==> config.mk <==
export PLATFORM = sky130hd
export DESIGN_NAME = memunit
export DESIGN_NICKNAME = d
export VERILOG_FILES = /design/src/rtl/mips_pkg.sv /design/src/rtl/memunit_timer.sv /design/src/rtl/memunit.sv
export SDC_FILE = /design/constraint.sdc
export NUM_CORES = 1
export LEC_CHECK = 0
export BUFFER_PORTS_ARGS = -buffer_cell sky130_fd_sc_hd__buf_2
export CORE_MARGIN = 3
export CORE_UTILIZATION = 46
export DETAILED_ROUTE_END_ITERATION = 6
export GPL_TIMING_DRIVEN = 0
export PLACE_DENSITY_LB_ADDON = 0.15
export RECOVER_POWER = 25
export SYNTH_ARGS = -nofsm -noshare
export SYNTH_HDL_FRONTEND = slang
export SYNTH_SLANG_ARGS = --single-unit
export TNS_END_PERCENT = 100
==> constraint.sdc <==
create_clock -name clk -period 8.55 [get_ports clk]
set_input_delay 0.855 -clock clk [delete_from_list [all_inputs] [get_ports clk]]
set_output_delay 0.855 -clock clk [all_outputs]
set_load 0.02 [all_outputs]
==> src/rtl/mips_pkg.sv <==
// ============================================================================
//  Module      : mips_pkg
//  Description : Shared types and widths for the MIPS pipeline stages.
//  Revision    : 1.0  - initial release
// ============================================================================
`default_nettype none

package mips_pkg;

    localparam int REG_ADDR_W = 5;
    localparam int WORD_W     = 32;

    typedef enum logic [1:0] {
        ST_IDLE = 2'd0,
        ST_REQ  = 2'd1,
        ST_RESP = 2'd2
    } mem_state_e;

endpackage

`default_nettype wire

==> src/rtl/memunit_timer.sv <==
// ============================================================================
//  Module      : memunit_timer
//  Description : 8-bit wait counter for the data-memory request phase.
//  Revision    : 1.0  - initial release
// ============================================================================
`default_nettype none

module memunit_timer #(
    parameter int MAX_WAIT = 15
) (
    input  logic clk,
    input  logic reset,
    input  logic clear,
    input  logic enable,
    output logic expired
);

    // The count holds REQ cycles already completed, so the MAX_WAIT-th cycle
    // is the one where the count equals MAX_WAIT-1.
    localparam logic [7:0] c_LAST = 8'(MAX_WAIT - 1);

    logic [7:0] r_count;

    always_ff @(posedge clk or posedge reset) begin
        if (reset) begin
            r_count <= '0;
        end else if (clear) begin
            r_count <= '0;
        end else if (enable) begin
            r_count <= r_count + 8'd1;
        end
    end

    assign expired = (r_count == c_LAST);

endmodule

`default_nettype wire

==> src/rtl/memunit.sv <==
// ============================================================================
//  Module      : memunit
//  Description : MEM stage - word loads/stores over a req/ack port, one
//                write-back per accepted instruction. Optional alignment
//                check enabled by MEMUNIT_ALIGN_CHECK_EN.
//  Revision    : 1.0  - initial release
// ============================================================================
`default_nettype none

module memunit
    import mips_pkg::*;
#(
    parameter int WIDTH    = WORD_W,
    parameter int MAX_WAIT = 15
) (
    input  logic                  clk,
    input  logic                  reset,
    input  logic                  valid_in,
    output logic                  ready_out,
    input  logic [WIDTH-1:0]      ALUout,
    input  logic [WIDTH-1:0]      busB,
    input  logic [REG_ADDR_W-1:0] Regout,
    input  logic                  MemRead,
    input  logic                  MemWrite,
    input  logic                  RegWrite,
    output logic                  dmem_req,
    output logic                  dmem_we,
    output logic [WIDTH-1:0]      dmem_addr,
    output logic [WIDTH-1:0]      dmem_wdata,
    input  logic [WIDTH-1:0]      dmem_rdata,
    input  logic                  dmem_ack,
    output logic                  wb_valid,
    output logic                  wb_we,
    output logic [REG_ADDR_W-1:0] wb_reg,
    output logic [WIDTH-1:0]      wb_data,
    output logic                  mem_err
);

    mem_state_e              r_state;
    mem_state_e              w_next;
    logic [WIDTH-1:0]        r_addr;
    logic [WIDTH-1:0]        r_wdata;
    logic [WIDTH-1:0]        r_data;
    logic [REG_ADDR_W-1:0]   r_reg;
    logic                    r_regwrite;
    logic                    r_load;
    logic                    r_store;
    logic                    r_err;
    logic                    w_expired;
    logic                    w_accept;
    logic                    w_is_mem;
    logic                    w_misaligned;
    logic                    w_reject;

    assign w_accept = (r_state == ST_IDLE) && valid_in;
    assign w_is_mem = MemRead || MemWrite;

`ifdef MEMUNIT_ALIGN_CHECK_EN
    assign w_misaligned = (ALUout[1:0] != 2'b00);
`else
    assign w_misaligned = 1'b0;
`endif

    // Rejected instructions skip the memory port and report the error directly.
    assign w_reject = (MemRead && MemWrite) || (w_is_mem && w_misaligned);

    memunit_timer #(
        .MAX_WAIT (MAX_WAIT)
    ) u_timer (
        .clk     (clk),
        .reset   (reset),
        .clear   (w_accept),
        .enable  (r_state == ST_REQ),
        .expired (w_expired)
    );

    always_ff @(posedge clk or posedge reset) begin
        if (reset) begin
            r_state <= ST_IDLE;
        end else begin
            r_state <= w_next;
        end
    end

    always_comb begin
        w_next = r_state;
        case (r_state)
            ST_IDLE: if (valid_in) w_next = (w_is_mem && !w_reject) ? ST_REQ : ST_RESP;
            ST_REQ:  if (dmem_ack || w_expired) w_next = ST_RESP;
            ST_RESP: w_next = ST_IDLE;
            default: w_next = ST_IDLE;
        endcase
    end

    always_ff @(posedge clk or posedge reset) begin
        if (reset) begin
            r_addr     <= '0;
            r_wdata    <= '0;
            r_data     <= '0;
            r_reg      <= '0;
            r_regwrite <= 1'b0;
            r_load     <= 1'b0;
            r_store    <= 1'b0;
            r_err      <= 1'b0;
        end else if (w_accept) begin
            r_addr     <= {ALUout[WIDTH-1:2], 2'b00};
            r_wdata    <= busB;
            r_data     <= ALUout;
            r_reg      <= Regout;
            r_regwrite <= RegWrite;
            r_load     <= MemRead && !MemWrite;
            r_store    <= MemWrite;
            r_err      <= w_reject;
        end else if (r_state == ST_REQ) begin
            // Ack takes priority over an expiry in the same cycle.
            if (dmem_ack) begin
                if (r_load) r_data <= dmem_rdata;
            end else if (w_expired) begin
                r_err <= 1'b1;
            end
        end
    end

    assign ready_out  = (r_state == ST_IDLE);
    assign dmem_req   = (r_state == ST_REQ);
    assign dmem_we    = (r_state == ST_REQ) && r_store;
    assign dmem_addr  = r_addr;
    assign dmem_wdata = r_wdata;
    assign wb_valid   = (r_state == ST_RESP);
    assign wb_we      = (r_state == ST_RESP) && r_regwrite && !r_store && !r_err;
    assign wb_reg     = r_reg;
    assign wb_data    = r_data;
    assign mem_err    = (r_state == ST_RESP) && r_err;

endmodule

`default_nettype wire

==> flow_metrics.env <==
export IMPL_routed_wirelength_um=13150
export IMPL_n_fill_cell=865
export IMPL_p_int_mw=1.640
export IMPL_grt_util_all_layers_pct=21.91
export IMPL_grt_max_degree=64
export IMPL_clk_path_buf_depth=2
export IMPL_cts_num_sinks=113
export IMPL_path_clk_slew_ns=0.05
export IMPL_insertion_delay_ns=0.51
export IMPL_synthCells=476
export IMPL_crit_required_ns=8.43
export IMPL_setup_viol=0
export IMPL_grt_pass1_wl_um=21830
export IMPL_cts_tree="done"
export IMPL_num_vias=4131
export IMPL_min_path_type="register to register"
export IMPL_synth_edff_count=0
export IMPL_pin_count=215
export IMPL_ys_flop_type="dfrtp_1"
export IMPL_first_pass_iters=4
export IMPL_worst_pin_slew_ns=3.219
export IMPL_pre_cts_slack_ns=6.063
export IMPL_cp_max_fo=63
export IMPL_antenna_cells=0
export IMPL_fin_ws_ns=3.824
export IMPL_synth_xor_area_share_pct=0.1717
export IMPL_drtIter0Drc=211
export IMPL_yosys_area_share_adder_pct=0.9814
export IMPL_grt_pass1_vias=4351
export IMPL_synth_compound_area_share_pct=1.129
export IMPL_power_density_nw_per_um2=393.1
export IMPL_crit_path_end_kind="asynchronous set/reset pin"
export IMPL_cts_hold_fix_buffers=0
export IMPL_critPathLaunchType="primary input"
export IMPL_max_stage_delay_ns=2.36
export IMPL_violations="capacitance limit, slew limit"
export IMPL_hold_depth=2
export IMPL_yosys_warnings=0
export IMPL_yosysSeqAreaShare_pct=55.45
export IMPL_yosys_area_share_simple_pct=19.26
export IMPL_syn_avg_cell_area_um2=10.71
export IMPL_drive_above_1_share_pct=43.61
export IMPL_max_freq_ghz=0.2116
export IMPL_switching_share_pct=39.24
export IMPL_finalCriticalPeriod_ns=4.726
export IMPL_final_hold_viol_count=0
export IMPL_rsz0062_at_grt="false"
export IMPL_grt_antenna_before_repair=0
export IMPL_pwr_share_seq_pct=34.1
export IMPL_ys_ff_latch=113
export IMPL_synthMuxAreaShare_pct=19.33
export IMPL_clockRootBuffer="clkbuf_8"
export IMPL_max_slew_margin_pct=-114.6
export IMPL_fp_dieW_um=111.3
export IMPL_grt_ovfl_total=0
export IMPL_portBuffers=212
export IMPL_synthesis_area_um2=5100
export IMPL_htree_levels=4
export IMPL_rr_startpoint="r_state[0]"
export IMPL_drv_slew=116
export IMPL_finalCritPeriodShare_pct=55.27
export IMPL_dieArea_um2=12390
export IMPL_reg2reg_setup_slack_ns=6.51
export IMPL_crit_slowest_cell="clkbuf_1"
export IMPL_cts_setup_buffers=0
export IMPL_ff2ff_path_depth=5
export IMPL_synth_cell_types=33
export IMPL_post_cts_resized=0
export IMPL_worstReg2RegEnd="wb_data[0]"
export IMPL_hpwlAfterDp_um=9789
export IMPL_core_area_um2=10560
export IMPL_pwr_share_comb_pct=42.5
export IMPL_gp_congestion=0.8386
export IMPL_die_height_um=111.3
export IMPL_tns_ns=0
export IMPL_start_util_pct=48.32
export IMPL_status="finished with violations"
export IMPL_whs_endpoint="dmem_addr[24]"
export IMPL_fin_nets=821
export IMPL_ir_drop_mv=0.1820
export IMPL_max_cap_violations=2
export IMPL_drc=0
export IMPL_synth_top_family_by_area="multiplexers"
export IMPL_wl_per_cell_um=15.36
export IMPL_path_class="primary input to asynchronous set/reset pin"
export IMPL_cts_buffers_inserted=17
export IMPL_async_reset_ff_share_pct=100.0
export IMPL_p_sw_mw=1.059
export IMPL_via_per_inst=4.826
export IMPL_hold_start="dmem_addr[24]"
export IMPL_area_delta_synth_final_pct=34.67
export IMPL_ant_nets=0
export IMPL_fin_skew_ns=0.009318
export IMPL_cp_arrival_ns=4.61
export IMPL_clkPwrFrac_pct=23.3
export IMPL_cp_cell_sequence="buf_2 > clkinvlp_2 > clkbuf_1"
export IMPL_p_leak_nw=3.859
export IMPL_rows=37
## cell families after synthesis
logic type	count (synthesis)
buf+inv	34
compound gates	10
mux	68
simple gates	245
flops	113
fa+ha+maj	4
other cells	1
xor+xnor	1
## cells in the final DEF, fill, tap and decap left out, drive strengths merged, types with 3 or more instances in the layout
cell / synthesis / routed
buf: 11 / 223
nand2: 214 / 214
dfrtp: 113 / 113
mux2: 64 / 64
clkbuf: 17 / 42
nand3: 7 / 7
nor2: 6 / 6
inv: 6 / 5
o21ai: 4 / 4
mux2i: 4 / 4
ha: 4 / 4
clkinv: 0 / 4
a21oi: 3 / 3
## worst max path at each step
| stage | depth (start not counted) | slack, ns | start | endpoint |
|---|---|---|---|---|
| 2_1_floorplan | 1 | 4.71 | reset | dmem_addr[10] |
| 3_3_place_gp | 2 | 3.40 | reset | r_regwrite |
| 3_5_place_dp | 5 | 6.06 | dmem_ack | wb_data[0] |
| 4_1_cts | 5 | 5.72 | r_state[1] | dmem_we |
| 5_1_grt | 3 | 2.85 | reset | dmem_wdata[9] |
| 6_report | 3 | 3.82 | reset | dmem_wdata[9] |
## worst max-delay path, delay by kind of cell
kind | cells | cell delay, ns
buf+inv | 3 | 3.71
## metrics by stage
step	std cells	hold slack (ns)	area, µm²	total power [mW]	utilization, %
2_1_floorplan	477	0.4374	5104	1.675	-
3_3_place_gp	825	0.4538	6335	2.053	60.02
3_5_place_dp	826	0.4568	6365	2.086	60.30
4_1_cts	856	0.4609	6893	2.729	65.30
5_1_grt	856	0.4861	6868	2.865	65.07
6_report	856	0.4653	6868	2.700	65.07
## cell type report
class / instances / area (µm²) / area share [%]
timing repair buffer: 213 / 1065 / 15.50
multi-input combinational: 330 / 2092 / 30.46
clock buffer: 24 / 470.5 / 6.850
clock inverter: 6 / 57.56 / 0.8380
inverter: 6 / 23.77 / 0.3461
buffer: 28 / 161.4 / 2.350
sequential: 113 / 2828 / 41.17
tap: 136 / 170.2 / 2.478
## power by group through the flow
stage	clock network [mW]	registers [mW]	logic, mW
6_report	0.630	0.921	1.15
5_1_grt	0.670	0.955	1.24
4_1_cts	0.642	0.921	1.17
3_5_place_dp	0	0.923	1.16
3_3_place_gp	0	0.912	1.14
2_1_floorplan	0	1.21	0.466
## per-layer routing
layer / GRT usage [%] / routed length [µm]
met5: 0 / 0
met4: 9.002 / 276
met3: 5.622 / 799
met2: 35.30 / 6410
met1: 28.22 / 5661
## synth_stat cells (4+ instances only)
library cell,n,area (µm²)
dfrtp_1,113,2828
nor2_1,6,22.52
mux2_4,60,900.9
mux2i_1,4,40.04
ha_1,4,50.05
o21ai_0,4,20.02
clkbuf_1,17,63.81
mux2_2,4,45.04
buf_6,6,67.56
inv_1,6,22.52
nand3_1,7,35.03
nand2_1,214,803.3
Power figures use the tool's default switching activity.
